===== src/rtl/led_pattern_gen.sv =====
// LED pattern engine: a prescaled step tick drives one of four patterns
// (binary count, Gray count, bouncing scanner, PWM breathing) onto WIDTH LEDs.
// The LED register reloads every clock from the pre-edge state, so it trails
// any state change by one clock.
module led_pattern_gen #(
  parameter int WIDTH    = 8,
  parameter int DIV      = 6000000,
  parameter int PWM_BITS = 4
) (
  input  logic             clk_i,
  input  logic             rst_ni,
  input  logic             en_i,
  input  logic [1:0]       mode_i,
  output logic [WIDTH-1:0] led_o,
  output logic [WIDTH-1:0] count_o,
  output logic             tick_o
);

  localparam int PRE_W = (DIV > 1) ? $clog2(DIV) : 1;
  localparam int POS_W = (WIDTH > 1) ? $clog2(WIDTH) : 1;
  localparam logic [PRE_W-1:0]    PRE_MAX    = PRE_W'(DIV - 1);
  localparam logic [POS_W-1:0]    POS_MAX    = POS_W'(WIDTH - 1);
  localparam logic [PWM_BITS-1:0] BRIGHT_MAX = '1;

  typedef enum logic [1:0] {
    MODE_BIN     = 2'd0,
    MODE_GRAY    = 2'd1,
    MODE_SCAN    = 2'd2,
    MODE_BREATHE = 2'd3
  } mode_e;

  typedef enum logic {
    DIR_UP   = 1'b0,
    DIR_DOWN = 1'b1
  } dir_e;

  logic [PRE_W-1:0]    pre_q, pre_d;
  logic [WIDTH-1:0]    count_q, count_d;
  mode_e               mode_q, mode_d;
  logic [POS_W-1:0]    pos_q, pos_d;
  dir_e                pos_dir_q, pos_dir_d;
  logic [PWM_BITS-1:0] bright_q, bright_d;
  dir_e                bright_dir_q, bright_dir_d;
  logic [PWM_BITS-1:0] pwm_q, pwm_d;
  logic [WIDTH-1:0]    led_q, led_d;

  logic                tick;
  mode_e               mode_in;
  logic [WIDTH-1:0]    onehot;
  logic [WIDTH-1:0]    gray;
  logic                pwm_on;

  // Step tick is the last prescaler count of an enabled cycle; forced low in reset.
  assign tick    = en_i & rst_ni & (pre_q == PRE_MAX);
  assign mode_in = mode_e'(mode_i);

  // Scanner one-hot decode, one comparator per LED.
  for (genvar gi = 0; gi < WIDTH; gi++) begin : g_onehot
    assign onehot[gi] = (pos_q == POS_W'(gi));
  end

  assign gray   = count_q ^ (count_q >> 1);
  assign pwm_on = (pwm_q < bright_q);

  // Next-state for prescaler, PWM counter, mode capture and pattern stepping.
  always_comb begin
    pre_d        = pre_q;
    pwm_d        = pwm_q;
    count_d      = count_q;
    mode_d       = mode_q;
    pos_d        = pos_q;
    pos_dir_d    = pos_dir_q;
    bright_d     = bright_q;
    bright_dir_d = bright_dir_q;

    if (en_i) begin
      pre_d = (pre_q == PRE_MAX) ? '0 : pre_q + PRE_W'(1);
      pwm_d = pwm_q + PWM_BITS'(1);
    end

    if (tick) begin
      if (mode_in != mode_q) begin
        // A new mode restarts its pattern from the beginning instead of advancing.
        mode_d       = mode_in;
        count_d      = '0;
        pos_d        = '0;
        bright_d     = '0;
        pos_dir_d    = DIR_UP;
        bright_dir_d = DIR_UP;
      end else begin
        case (mode_q)
          MODE_BIN, MODE_GRAY: begin
            count_d = count_q + WIDTH'(1);
          end
          MODE_SCAN: begin
            // A single LED has nowhere to move, so pos stays at 0.
            if (WIDTH > 1) begin
              if (pos_dir_q == DIR_UP) begin
                if (pos_q == POS_MAX) begin
                  pos_dir_d = DIR_DOWN;
                  pos_d     = pos_q - POS_W'(1);
                end else begin
                  pos_d     = pos_q + POS_W'(1);
                end
              end else begin
                if (pos_q == '0) begin
                  pos_dir_d = DIR_UP;
                  pos_d     = POS_W'(1);
                end else begin
                  pos_d     = pos_q - POS_W'(1);
                end
              end
            end
          end
          MODE_BREATHE: begin
            if (bright_dir_q == DIR_UP) begin
              if (bright_q == BRIGHT_MAX) begin
                bright_dir_d = DIR_DOWN;
                bright_d     = bright_q - PWM_BITS'(1);
              end else begin
                bright_d     = bright_q + PWM_BITS'(1);
              end
            end else begin
              if (bright_q == '0) begin
                bright_dir_d = DIR_UP;
                bright_d     = PWM_BITS'(1);
              end else begin
                bright_d     = bright_q - PWM_BITS'(1);
              end
            end
          end
          default: begin
          end
        endcase
      end
    end
  end

  // LED image of the current state, selected by the captured mode.
  always_comb begin
    led_d = count_q;
    case (mode_q)
      MODE_BIN:     led_d = count_q;
      MODE_GRAY:    led_d = gray;
      MODE_SCAN:    led_d = onehot;
      MODE_BREATHE: led_d = {WIDTH{pwm_on}};
      default:      led_d = count_q;
    endcase
  end

  // State registers; reset clears everything immediately, without a clock.
  always_ff @(posedge clk_i or negedge rst_ni) begin
    if (!rst_ni) begin
      pre_q        <= '0;
      pwm_q        <= '0;
      count_q      <= '0;
      mode_q       <= MODE_BIN;
      pos_q        <= '0;
      pos_dir_q    <= DIR_UP;
      bright_q     <= '0;
      bright_dir_q <= DIR_UP;
      led_q        <= '0;
    end else begin
      pre_q        <= pre_d;
      pwm_q        <= pwm_d;
      count_q      <= count_d;
      mode_q       <= mode_d;
      pos_q        <= pos_d;
      pos_dir_q    <= pos_dir_d;
      bright_q     <= bright_d;
      bright_dir_q <= bright_dir_d;
      led_q        <= led_d;
    end
  end

  assign led_o   = led_q;
  assign count_o = count_q;
  assign tick_o  = tick;

endmodule


===== config.mk =====
export PLATFORM = sky130hd
export DESIGN_NAME = led_pattern_gen
export DESIGN_NICKNAME = d
export VERILOG_FILES = /design/src/rtl/led_pattern_gen.sv
export SDC_FILE = /design/constraint.sdc
export NUM_CORES = 1
export LEC_CHECK = 0
export CORE_MARGIN = 10
export CORE_UTILIZATION = 25
export CTS_BUF_LIST = sky130_fd_sc_hd__clkbuf_8
export CTS_CLUSTER_SIZE = 8
export DETAILED_ROUTE_END_ITERATION = 16
export PLACE_DENSITY_LB_ADDON = 0.25
export SYNTH_ARGS = -nofsm -noshare
export SYNTH_HDL_FRONTEND = slang
export SYNTH_SLANG_ARGS = --single-unit

===== constraint.sdc =====
create_clock -name clk_i -period 5.5 [get_ports clk_i]
set_input_delay 1.375 -clock clk_i [delete_from_list [all_inputs] [get_ports clk_i]]
set_output_delay 1.375 -clock clk_i [all_outputs]
set_load 0.01 [all_outputs]

## Word level (Yosys, flattened, before mapping)

Cells that the tools add are included.

- RAM bits: 0
- Word-level logic and storage cells: 68
- Bits in read-only memories: 0
- Bits in registers: 54
- Output and inout bits: 17
- Bits in latches: 0
- Memories kept: 0

- Shifts and indexed selects: 0
- Reductions and logical operators: 11
- Divide/modulo/power cells: 0
- Multiplexer cells: 24
- $add $sub $neg: 7
- Magnitude comparators: 1
- Eq/ne operators: 13
- $mul: 0
- Bitwise logic cells: 3

Operator list:

| cell | count |
|---|---|
| $pmux 8 s4 | 1 |
| $add 23x1->23 const B | 1 |
| $eq 23x23->1 const B | 1 |
| $mux 23 | 1 |
| $mux 4 | 5 |
| $mux 8 | 2 |
| $mux 3 | 5 |
| $eq 3x3->1 const B | 4 |
| $mux 1 | 10 |
| $add 4x1->4 const B | 2 |
| $add 8x1->8 const B | 1 |
| $reduce_and 2->1 | 4 |
| $xor 8x7->8 | 1 |
| $eq 3x2->1 const B | 2 |
| $reduce_bool 2->1 | 3 |
| $eq 2x2->1 const B | 2 |
| $eq 4x4->1 const B | 1 |
| $logic_not 4->1 | 1 |
| $lt 4x4->1 | 1 |
| $sub 4x1->4 const B | 1 |
| $add 3x1->3 const B | 1 |
| $eq 3x1->1 const B | 1 |
| $logic_not 3->1 | 1 |
| $sub 3x1->3 const B | 1 |
| other kinds (5) | 6 |

## Logic depth before layout (Yosys ltp)

Gate-level depths: netlist (run 1).

- Depth in word-level cells: 5
- Mapped depth: 8

## Worst setup path before layout (run 1)

No wires, ideal clock.

- Kind: input to output
- From: input port en_i
- To: output port tick_o
- Data arrival time: 2.002 ns
- Path buffers: 1
- Setup slack: 2.123 ns
- Data required time: 4.125 ns
- Cell stages on the path: 3
- Cells stage by stage: nand4_1 -> nor3_1 -> buf_2

- Cells in the longest elaborated chain, start to end: 2

RTL lines:

| what | RTL line | text |
|---|---|---|
| from (decl) | 12 | `input logic en_i,` |
| $and 1x1->1 (2 in series) | 54 | `assign tick = en_i & rst_ni & (pre_q == PRE_MAX);` |
| to (decl) | 16 | `output logic tick_o` |

Every way passes these cells.

## Final worst setup path (run 1)

Ends and elaborated chain as after synthesis.

==> qor.txt, run 1 <==
status: finished clean
final core utilization: 29.66%
largest net degree at the start of global routing: 56
Layout Nets: 370
die width: 131.7 µm
Synth warnings: 0
dpl hpwl: 5105 µm
initial antenna violation count: 0
sequential share of power: 59.6%
Setup CP Type: in2out
Worst Path Max Fanout: 15
syn_nets: 349
drt total wl: 7090 µm
GRT Resource Usage Total: 8.401%
Req. time, crit path: 4120 ps
Site Rows: 40
vias in the first global route: 2419
Main synth FF type: dfrtp_1
crit path launch: en_i
Synth Area per Inst: 9.623 µm²
antenna cells: 0
Setup crit end: tick_o
htree depth: 2
Cell variety after synth: 48
via count: 2484
Int Power: 0.5686 mW
Setup Skew: 9.998 ps
Syn Std Cell Area: 3118 µm²
FF/Latch Area: 1351 µm²
RSZ-0062 raised after global routing: no
register area share after synthesis: 43.34%
Post-synth EDFFs: 0
clk buf depth: 2
Reg2Reg Setup Slack: 3070 ps
setup_tns: 0 ps
Clk pwr share: 27.8%
Cells after DPL: 506
fmax: 0.2220 GHz
final setup fails: 0
hold_buf cts: 0
largest area contributor in the netlist: dfrtp_1
chip height: 131.7 µm
Power per Cell Area: 219.9 nW/µm²
synthesis-to-finish area growth: 15.21%
Syn Inst Count: 324
ANT nets after route: 0
number of setup buffers added after CTS: 0
Worst Reg-to-Reg Cells: 5
Residual DRC: 0
CP arrival: 3130 ps
Hold Path Origin: pwm_q[3]$_DFFE_PN0P_
flops & latches, synth: 54
starting density of the core: 25.74%
WHS: 490.2 ps
mean routed wirelength per cell: 13.82 µm
io pins: 22
Synth area leaders: dfrtp_1 43%, ha_1 8.0%, xnor2_1 4.2%, nand3_1 4.0%, nor2_1 3.5%
Final Hold Viols: 0
Sw Ratio: 28.00%
Skew-Pair Late Insertion Delay: 310 ps
Non-Filler Instances: 513
Hold/Removal Path Class: reg2reg
DR vias/cell: 4.842
Reg clk slew, reported paths: 100 ps
Reg2Reg Launch Point: pre_q[10]$_DFFE_PN0P_
Setup Slack @ Placement: 940.4 ps
core region area: 12110 µm²
GPL Wtd Cong: 0.7320
Max-Cap Viols: 0
Slew Limit Fails: 0
Max-slew headroom: 39.31%
setup ws final: 996.4 ps
Max IR drop VDD: 151.2 µV
DRT iter0 DRCs: 121
IO Port Bufs: 21
Synth top area share: 43.34%
Clock Tree Root: clkbuf_8
NetSw: 0.2212 mW
CTS sink count: 54
worst slew pin tran: 902.1 ps
RR Endpoint: count_o[7]$_DFFE_PN0P_
total CTS buffers: 5
Multi-input gate area: 1663 µm²
number of gates resized after cts: 0
Gate power share: 12.6%
first-pass GRT wire length: 12280 µm
nature of the critical path endpoint: primary output
Static Leak: 1.563 nW
startpoint class of the critical path: input port
Final period util: 81.88%
Final Critical Period: 4504 ps
Die Area: 17340 µm²
fraction of layout cells with a size suffix above 1: 5.507%
Async SR Flop Fraction: 100.0%
Layout fillers: 1339
CTS tree: built
GRT overflow: 0
DRT Pass-1 Iters: 4
## layer usage
layer,GRT usage [%],vias up,share of wire [%]
li1,-,1214,-
met1,11.21,1217,51
met2,13.14,48,45
met3,2.020,5,3.4
met4,2.410,0,0.90
met5,0,-,0
## placed cells by master, fill, tap and decap left out, types with 6 or more instances in the layout
master / n
nor4_1: 6
nand3_1: 25
a21oi_1: 9
o221ai_1: 7
xnor2_1: 15
ha_1: 20
nor2_1: 29
o21ai_0: 16
nand4_1: 12
inv_1: 15
nand2_1: 26
dfrtp_1: 54
clkdlybuf4s50_1: 20
mux2i_1: 7
xor2_1: 11
## sequential cells by signal, summed over array words and instances, names as in the netlist
name          count
pre_q            23
pos_q             3
pwm_q             4
bright_dir_q      1
count_o           8
led_o             8
mode_q            2
pos_dir_q         1
bright_q          4
## how the worst min path moves through the flow
| stage | endpoint | cells past startpoint |
|---|---|---|
| 2_1_floorplan | pwm_q[3]$_DFFE_PN0P_ | 1 |
| 3_3_place_gp | pwm_q[3]$_DFFE_PN0P_ | 1 |
| 3_5_place_dp | pwm_q[3]$_DFFE_PN0P_ | 1 |
| 4_1_cts | pwm_q[3]$_DFFE_PN0P_ | 1 |
| 5_1_grt | pwm_q[3]$_DFFE_PN0P_ | 1 |
| 6_report | pwm_q[3]$_DFFE_PN0P_ | 1 |
## stage by stage
| stage | area (µm²) | power (mW) |
|---|---|---|
| detailed placement | 3512 | 0.5817 |
| global placement | 3512 | 0.5781 |
| floorplan | 3118 | 0.5450 |
| finish | 3592 | 0.7898 |
| global route | 3592 | 0.8533 |
| CTS | 3592 | 0.8077 |
## kinds of logic (layout without fill, tap and decap cells)
kind of cell,Yosys count,after routing,synth area share (%)
AND/OR/NAND/NOR,133,133,22.43
AO/OA/AOI/OAI,56,56,12.24
flip-flops,54,54,43.34
XOR/XNOR,26,26,7.303
buffers and inverters,25,46,3.331
adder cells (fa/ha/maj),20,20,8.026
multiplexers,10,10,3.331
## cell usage after synthesis (3+ instances only)
cell,count
o21ai_0,16
a21o_1,4
nor2b_1,3
nand4_1,12
and3_1,5
nor4bb_1,3
a31oi_1,3
nand2_1,26
a21oi_1,9
mux2i_1,7
inv_1,14
ha_1,20
nor2_1,29
dfrtp_1,54
o221ai_1,7
nor3_1,5
a211o_1,5
mux2_2,3
xor2_1,11
clkbuf_1,8
nor4_1,6
xnor2_1,15
nand3_1,25
## critical path, cell delays in order
cell	delay, ps
clkdlybuf4s50_1	460
buf_4	190
nand4_1	120
nor3_1	360
clkdlybuf4s50_1	610
## power groups by stage
| stage | clock [mW] | sequential (mW) | combinational (mW) |
|---|---|---|---|
| after CTS | 0.234 | 0.471 | 0.103 |
| final | 0.220 | 0.470 | 0.0997 |
| after global placement | 0 | 0.478 | 0.0997 |
| after floorplan | 0 | 0.470 | 0.0754 |
| after detailed placement | 0 | 0.479 | 0.102 |
| after global routing | 0.250 | 0.479 | 0.124 |
## area by class of cell
class,instances,share of cell area (%)
Inverter,14,1.463
Clock buffer,5,1.916
Timing Repair Buffer,25,6.548
Sequential cell,54,37.62
Multi-Input combinational cell,245,46.29
Tap cell,168,5.852
Clock inverter,2,0.3135
Power figures use the tool's default switching activity.
==> run 2: changes to the inputs <==
==> constraint.sdc (replaced) <==
create_clock -name clk_i -period 4.18 [get_ports clk_i]
set_input_delay 1.045 -clock clk_i [delete_from_list [all_inputs] [get_ports clk_i]]
set_output_delay 1.045 -clock clk_i [all_outputs]
set_load 0.01 [all_outputs]
==> qor.txt, run 2 (synthesis gave the netlist of run 1 again) <==
Tot Pwr: 1.057 mW (+34%)
CTS sink count: 54 (unchanged)
Layout Nets: 371 (+0.27%)
number of setup buffers added after CTS: 0 (unchanged)
CP arrival: 2700 ps (-430 ps)
Clk pwr share: 28.5% (+0.7 points)
ANT nets after route: 0 (unchanged)
Max-Cap Viols: 0 (unchanged)
highest-count cells in the layout ignoring fill and taps: 54 x dfrtp_1, 29 x nor2_1, 26 x nand2_1
GRT Resource Usage Total: 8.213% (-0.19 points)
Final Critical Period: 3745 ps
RSZ-0062 raised after global routing: no
core region area: 12110 µm² (unchanged)
Setup CP Type: in2out
commonest non-fill, non-tap cell in the layout: dfrtp_1
synthesis-to-finish area growth: 15.53%
Gate power share: 12.8% (+0.2 points)
Hold Path Origin: pwm_q[3]$_DFFE_PN0P_
Non-Filler Instances: 513 (unchanged)
GRT overflow: 0 (unchanged)
Int Power: 0.7635 mW (+34%)
clk buf depth: 2 (unchanged)
Max IR drop VDD: 199.7 µV (+32%)
sequential share of power: 58.7% (-0.9 points)
Final Hold Viols: 0 (unchanged)
setup_tns: 0 ps (unchanged)
Hold/Removal Path Class: reg2reg
Top delay family on crit path: buffers and inverters
nature of the critical path endpoint: primary output
via count: 2432 (-2.1%)
Cells after DPL: 507 (+0.20%)
Static Leak: 1.570 nW (+0.46%)
final setup fails: 0 (unchanged)
number of gates resized after cts: 0 (unchanged)
status: finished clean
mean routed wirelength per cell: 13.80 µm (-0.18%)
largest net degree at the start of global routing: 55 (-1.8%)
Setup Skew: 7.488 ps (-2.510 ps)
Hold Path Cell Cnt: 1 (unchanged)
Site Rows: 40 (unchanged)
Final period util: 89.60%
NetSw: 0.2937 mW (+33%)
first-pass GRT wire length: 12030 µm (-2.0%)
DRT iter0 DRCs: 214 (+77%)
CP cell instances: clkdlybuf4s50_1, nand4_1, nor3_1, clkdlybuf4s50_1
initial antenna violation count: 0 (unchanged)
Worst Path Max Fanout: 2 (-13)
Slowest-stage cell, CP: clkdlybuf4s50_1
Residual DRC: 0 (unchanged)
CTS tree: built
Req. time, crit path: 3130 ps (-990 ps)
final core utilization: 29.74% (+0.083 points)
DRT Pass-1 Iters: 4 (unchanged)
Worst Reg-to-Reg Cells: 5 (unchanged)
Slew Limit Fails: 0 (unchanged)
Reg clk slew, reported paths: 90 ps (about the same)
antenna cells: 0 (unchanged)
io pins: 22 (unchanged)
worst slew pin tran: 789.6 ps (-112.5 ps)
WP buf/inv: 2 (-1)
htree depth: 2 (unchanged)
die width: 131.7 µm (unchanged)
IO Port Bufs: 21 (unchanged)
Max-slew headroom: 46.88% (+7.6 points)
dpl hpwl: 5063 µm (-0.83%)
total CTS buffers: 5 (unchanged)
CP dominant cell by count: clkdlybuf4s50_1
drt total wl: 7077 µm (-0.18%)
largest reg by FF count: pre_q
GPL Wtd Cong: 0.7873 (+7.6%)
fmax: 0.2670 GHz
vias in the first global route: 2346 (-3.0%)
startpoint class of the critical path: input port
Clock Tree Root: clkbuf_8
Sw Ratio: 27.78% (-0.22 points)
Worst path max stage delay: 620 ps (about the same)
Skew-Pair Late Insertion Delay: 300 ps (about the same)
flip-flop count of the largest register after layout: 23 (unchanged)
fraction of layout cells with a size suffix above 1: 5.797% (+0.29 points)
hold_buf cts: 0 (unchanged)
Power per Cell Area: 293.5 nW/µm² (+33%)
Reg2Reg Setup Slack: 1750 ps (-1320 ps)
Reg2Reg Launch Point: pre_q[10]$_DFFE_PN0P_
Die Area: 17340 µm² (unchanged)
RR Endpoint: count_o[7]$_DFFE_PN0P_
Hold EP: pwm_q[3]$_DFFE_PN0P_
starting density of the core: 25.74% (unchanged)
chip height: 131.7 µm (unchanged)
DR vias/cell: 4.741 (-2.1%)
-- run 2: changes by cell type in the layout (fill, tap and decap cells not counted), sizes merged --
| cell | before | now |
|---|---|---|
| clkbuf | 5 | 6 |
| clkinvlp | 1 | 0 |
| buf | 5 | 6 |
| inv | 15 | 14 |
-- run 2: layout make-up --
class	instances	area [µm²]
Clock buffer	6	82.58
Tap cell	168	210.2
Multi-Input combinational cell	245	1663
Timing Repair Buffer	26	242.7
Inverter	14	52.55
Fill cell	1314	8509
Sequential cell	54	1351
-- run 2: stage by stage --
stage               hold WS, ps  area (µm²)  worst slack [ps]
global placement          472.1        3520             387.3
finish                    486.9        3602             434.6
floorplan                 449.4        3118              1463
global route              534.5        3602             337.8
detailed placement        481.0        3520             386.7
CTS                       498.7        3602             385.9
-- run 2: worst max-delay path by stage --
stage             end  slack (ps)  start  cells past startpoint
2_1_floorplan  tick_o        1460   en_i                      3
6_report       tick_o         430   en_i                      4
4_1_cts        tick_o         390   en_i                      4
3_5_place_dp   tick_o         390   en_i                      4
3_3_place_gp   tick_o         390   en_i                      4
5_1_grt        tick_o         340   en_i                      4
-- run 2: power by group through the flow --
stage,combinational [mW],sequential (mW),clock [mW]
final,0.136,0.621,0.301
after global routing,0.161,0.630,0.343
after CTS,0.140,0.621,0.316
after detailed placement,0.139,0.631,0
after global placement,0.135,0.628,0
after floorplan,0.0992,0.618,0
-- run 2: worst register-to-register path, cell delays in order (launching register included) --
cell and delay, ps:
dfrtp_1 400, nand2_1 110, or4_4 510, or3_1 670, a21o_4 340, a211o_1 300
-- run 2: layer usage --
| layer | global-route usage (%) | vias up | wire, µm | part of all wire [%] |
|---|---|---|---|---|
| met2 | 12.30 | 36 | 3107 | 44 |
| li1 | - | 1214 | - | - |
| met3 | 1.905 | 4 | 204 | 2.9 |
| met4 | 2.225 | 0 | 48 | 0.68 |
| met5 | 0 | - | 0 | 0 |
| met1 | 11.49 | 1178 | 3716 | 53 |
==> run 3: changes to the inputs <==
--- a/config.mk
+++ b/config.mk
@@ -5,6 +5,7 @@
 export SDC_FILE = /design/constraint.sdc
 export NUM_CORES = 1
 export LEC_CHECK = 0
+export CORE_ASPECT_RATIO = 1.4
 export CORE_MARGIN = 10
 export CORE_UTILIZATION = 25
 export CTS_BUF_LIST = sky130_fd_sc_hd__clkbuf_8
==> qor.txt, run 3 (synthesis gave the netlist of run 1 again) <==
status: finished clean
final setup fails: 0 (unchanged)
mean routed wirelength per cell: 14.56 µm (+5.6%)
GRT Resource Usage Total: 8.385% (+0.17 points)
synthesis-to-finish area growth: 15.69%
core region area: 12250 µm² (+1.2%)
Max IR drop VDD: 163.7 µV (-18%)
Gate power share: 12.0% (-0.8 points)
Site Rows: 48 (+20%)
fmax: 0.2640 GHz (-1.1%)
DR vias/cell: 5.066 (+6.9%)
Max-Cap Viols: 0 (unchanged)
largest net degree at the start of global routing: 55 (unchanged)
Die Area: 17400 µm² (+0.37%)
hold_buf cts: 0 (unchanged)
fraction of layout cells with a size suffix above 1: 6.052% (+0.25 points)
Power per Cell Area: 309.8 nW/µm² (+5.6%)
RSZ-0062 raised after global routing: no
Sw Ratio: 27.37% (-0.41 points)
chip height: 152.1 µm (+16%)
clk buf depth: 2 (unchanged)
Worst Path Max Fanout: 2 (unchanged)
Max-slew headroom: 48.16% (+1.3 points)
NetSw: 0.3060 mW (+4.2%)
Final Critical Period: 3788 ps (+42.96 ps)
IO Port Bufs: 21 (unchanged)
Hold/Removal Path Class: reg2reg
Setup CP Type: in2out
highest-count cells in the layout ignoring fill and taps: 54 x dfrtp_1, 29 x nor2_1, 26 x nand2_1
sequential share of power: 55.7% (-3.0 points)
drt total wl: 7237 µm (+2.3%)
total CTS buffers: 5 (unchanged)
number of gates resized after cts: 0 (unchanged)
WHS: 499.6 ps (+12.72 ps)
flip-flop count of the largest register after layout: 23 (unchanged)
die width: 114.4 µm (-13%)
Layout Nets: 371 (unchanged)
Residual DRC: 0 (unchanged)
DRT iter0 DRCs: 87 (-59%)
DRT Pass-1 Iters: 4 (unchanged)
starting density of the core: 25.45% (-0.29 points)
vias in the first global route: 2490 (+6.1%)
setup_tns: 0 ps (unchanged)
Cells after DPL: 489 (-3.6%)
Slew Limit Fails: 0 (unchanged)
GPL Wtd Cong: 0.7828 (-0.57%)
CTS tree: built
worst slew pin tran: 770.6 ps (-19.01 ps)
Reg clk slew, reported paths: 100 ps (about the same)
GRT overflow: 0 (unchanged)
Non-Filler Instances: 497 (-3.1%)
Clk pwr share: 32.4% (+3.9 points)
Placement Cell Area: 3497 µm² (-0.64%)
io pins: 22 (unchanged)
Req. time, crit path: 3130 ps (about the same)
largest reg by FF count: pre_q
design area: 3607 µm² (+0.14%)
Clock Tree Root: clkbuf_8
Static Leak: 1.583 nW (+0.79%)
setup ws final: 391.7 ps (-42.96 ps)
via count: 2518 (+3.5%)
first-pass GRT wire length: 12350 µm (+2.6%)
number of setup buffers added after CTS: 0 (unchanged)
Setup Slack @ Placement: 378.9 ps (-7.844 ps)
startpoint class of the critical path: input port
Int Power: 0.8117 mW (+6.3%)
commonest non-fill, non-tap cell in the layout: dfrtp_1
Skew-Pair Late Insertion Delay: 310 ps (about the same)
initial antenna violation count: 0 (unchanged)
CTS sink count: 54 (unchanged)
Final Hold Viols: 0 (unchanged)
Final period util: 90.63% (+1.0 points)
antenna cells: 0 (unchanged)
htree depth: 2 (unchanged)
dpl hpwl: 5264 µm (+4.0%)
nature of the critical path endpoint: primary output
CP arrival: 2740 ps (+40 ps)
ANT nets after route: 0 (unchanged)
Setup Skew: 10.44 ps (+2.956 ps)
==> run 3: layout make-up <==
| type | instances | area (µm²) |
|---|---|---|
| Clock buffer | 5 | 68.82 |
| Inverter | 14 | 52.55 |
| Tap cell | 150 | 187.7 |
| Multi-Input combinational cell | 245 | 1663 |
| Sequential cell | 54 | 1351 |
| Clock inverter | 3 | 41.29 |
| Fill cell | 1325 | 8645 |
| Timing Repair Buffer | 26 | 242.7 |
==> run 3: power groups by stage <==
stage	sequential (mW)	combinational (mW)	clock, mW
after floorplan	0.618	0.0992	0
after global placement	0.630	0.131	0
after CTS	0.622	0.138	0.372
final	0.622	0.134	0.362
after detailed placement	0.632	0.138	0
after global routing	0.633	0.159	0.396
==> run 3: final timing paths <==
path / end / cells past startpoint / startpoint / slack, ps
setup / recovery: tick_o / 4 / en_i / 390
hold / removal: pwm_q[3]$_DFFE_PN0P_ / 1 / pwm_q[3]$_DFFE_PN0P_ / 500
setup reg to reg: count_o[3]$_DFFE_PN0P_ / 5 / pre_q[10]$_DFFE_PN0P_ / 1740
hold reg to reg: pwm_q[3]$_DFFE_PN0P_ / 1 / pwm_q[3]$_DFFE_PN0P_ / 500
max in group asynchronous: pwm_q[0]$_DFFE_PN0P_ / 2 / rst_ni / 2780
min in group asynchronous: pos_dir_q$_DFFE_PN0P_ / 2 / rst_ni / 940
==> run 3: layer usage <==
metal  wire length (µm)  up-vias  GRT usage (%)
li1                   -     1219              -
met1               3332     1249          10.14
met2               3529       40          14.25
met3                261       10          1.773
met4                114        0          2.693
met5                  0        -              0
==> run 3: critical path, stage by stage <==
cell and delay, ps:
clkdlybuf4s50_1 500, nand4_1 120, nor3_1 440, clkdlybuf4s50_1 630
==> run 3: through the flow <==
stage / power, mW / util [%]
final: 1.118 / 29.44
after global routing: 1.188 / 29.44
after CTS: 1.133 / 29.44
after detailed placement: 0.7707 / 28.54
after global placement: 0.7609 / 28.54
after floorplan: 0.7171 / -
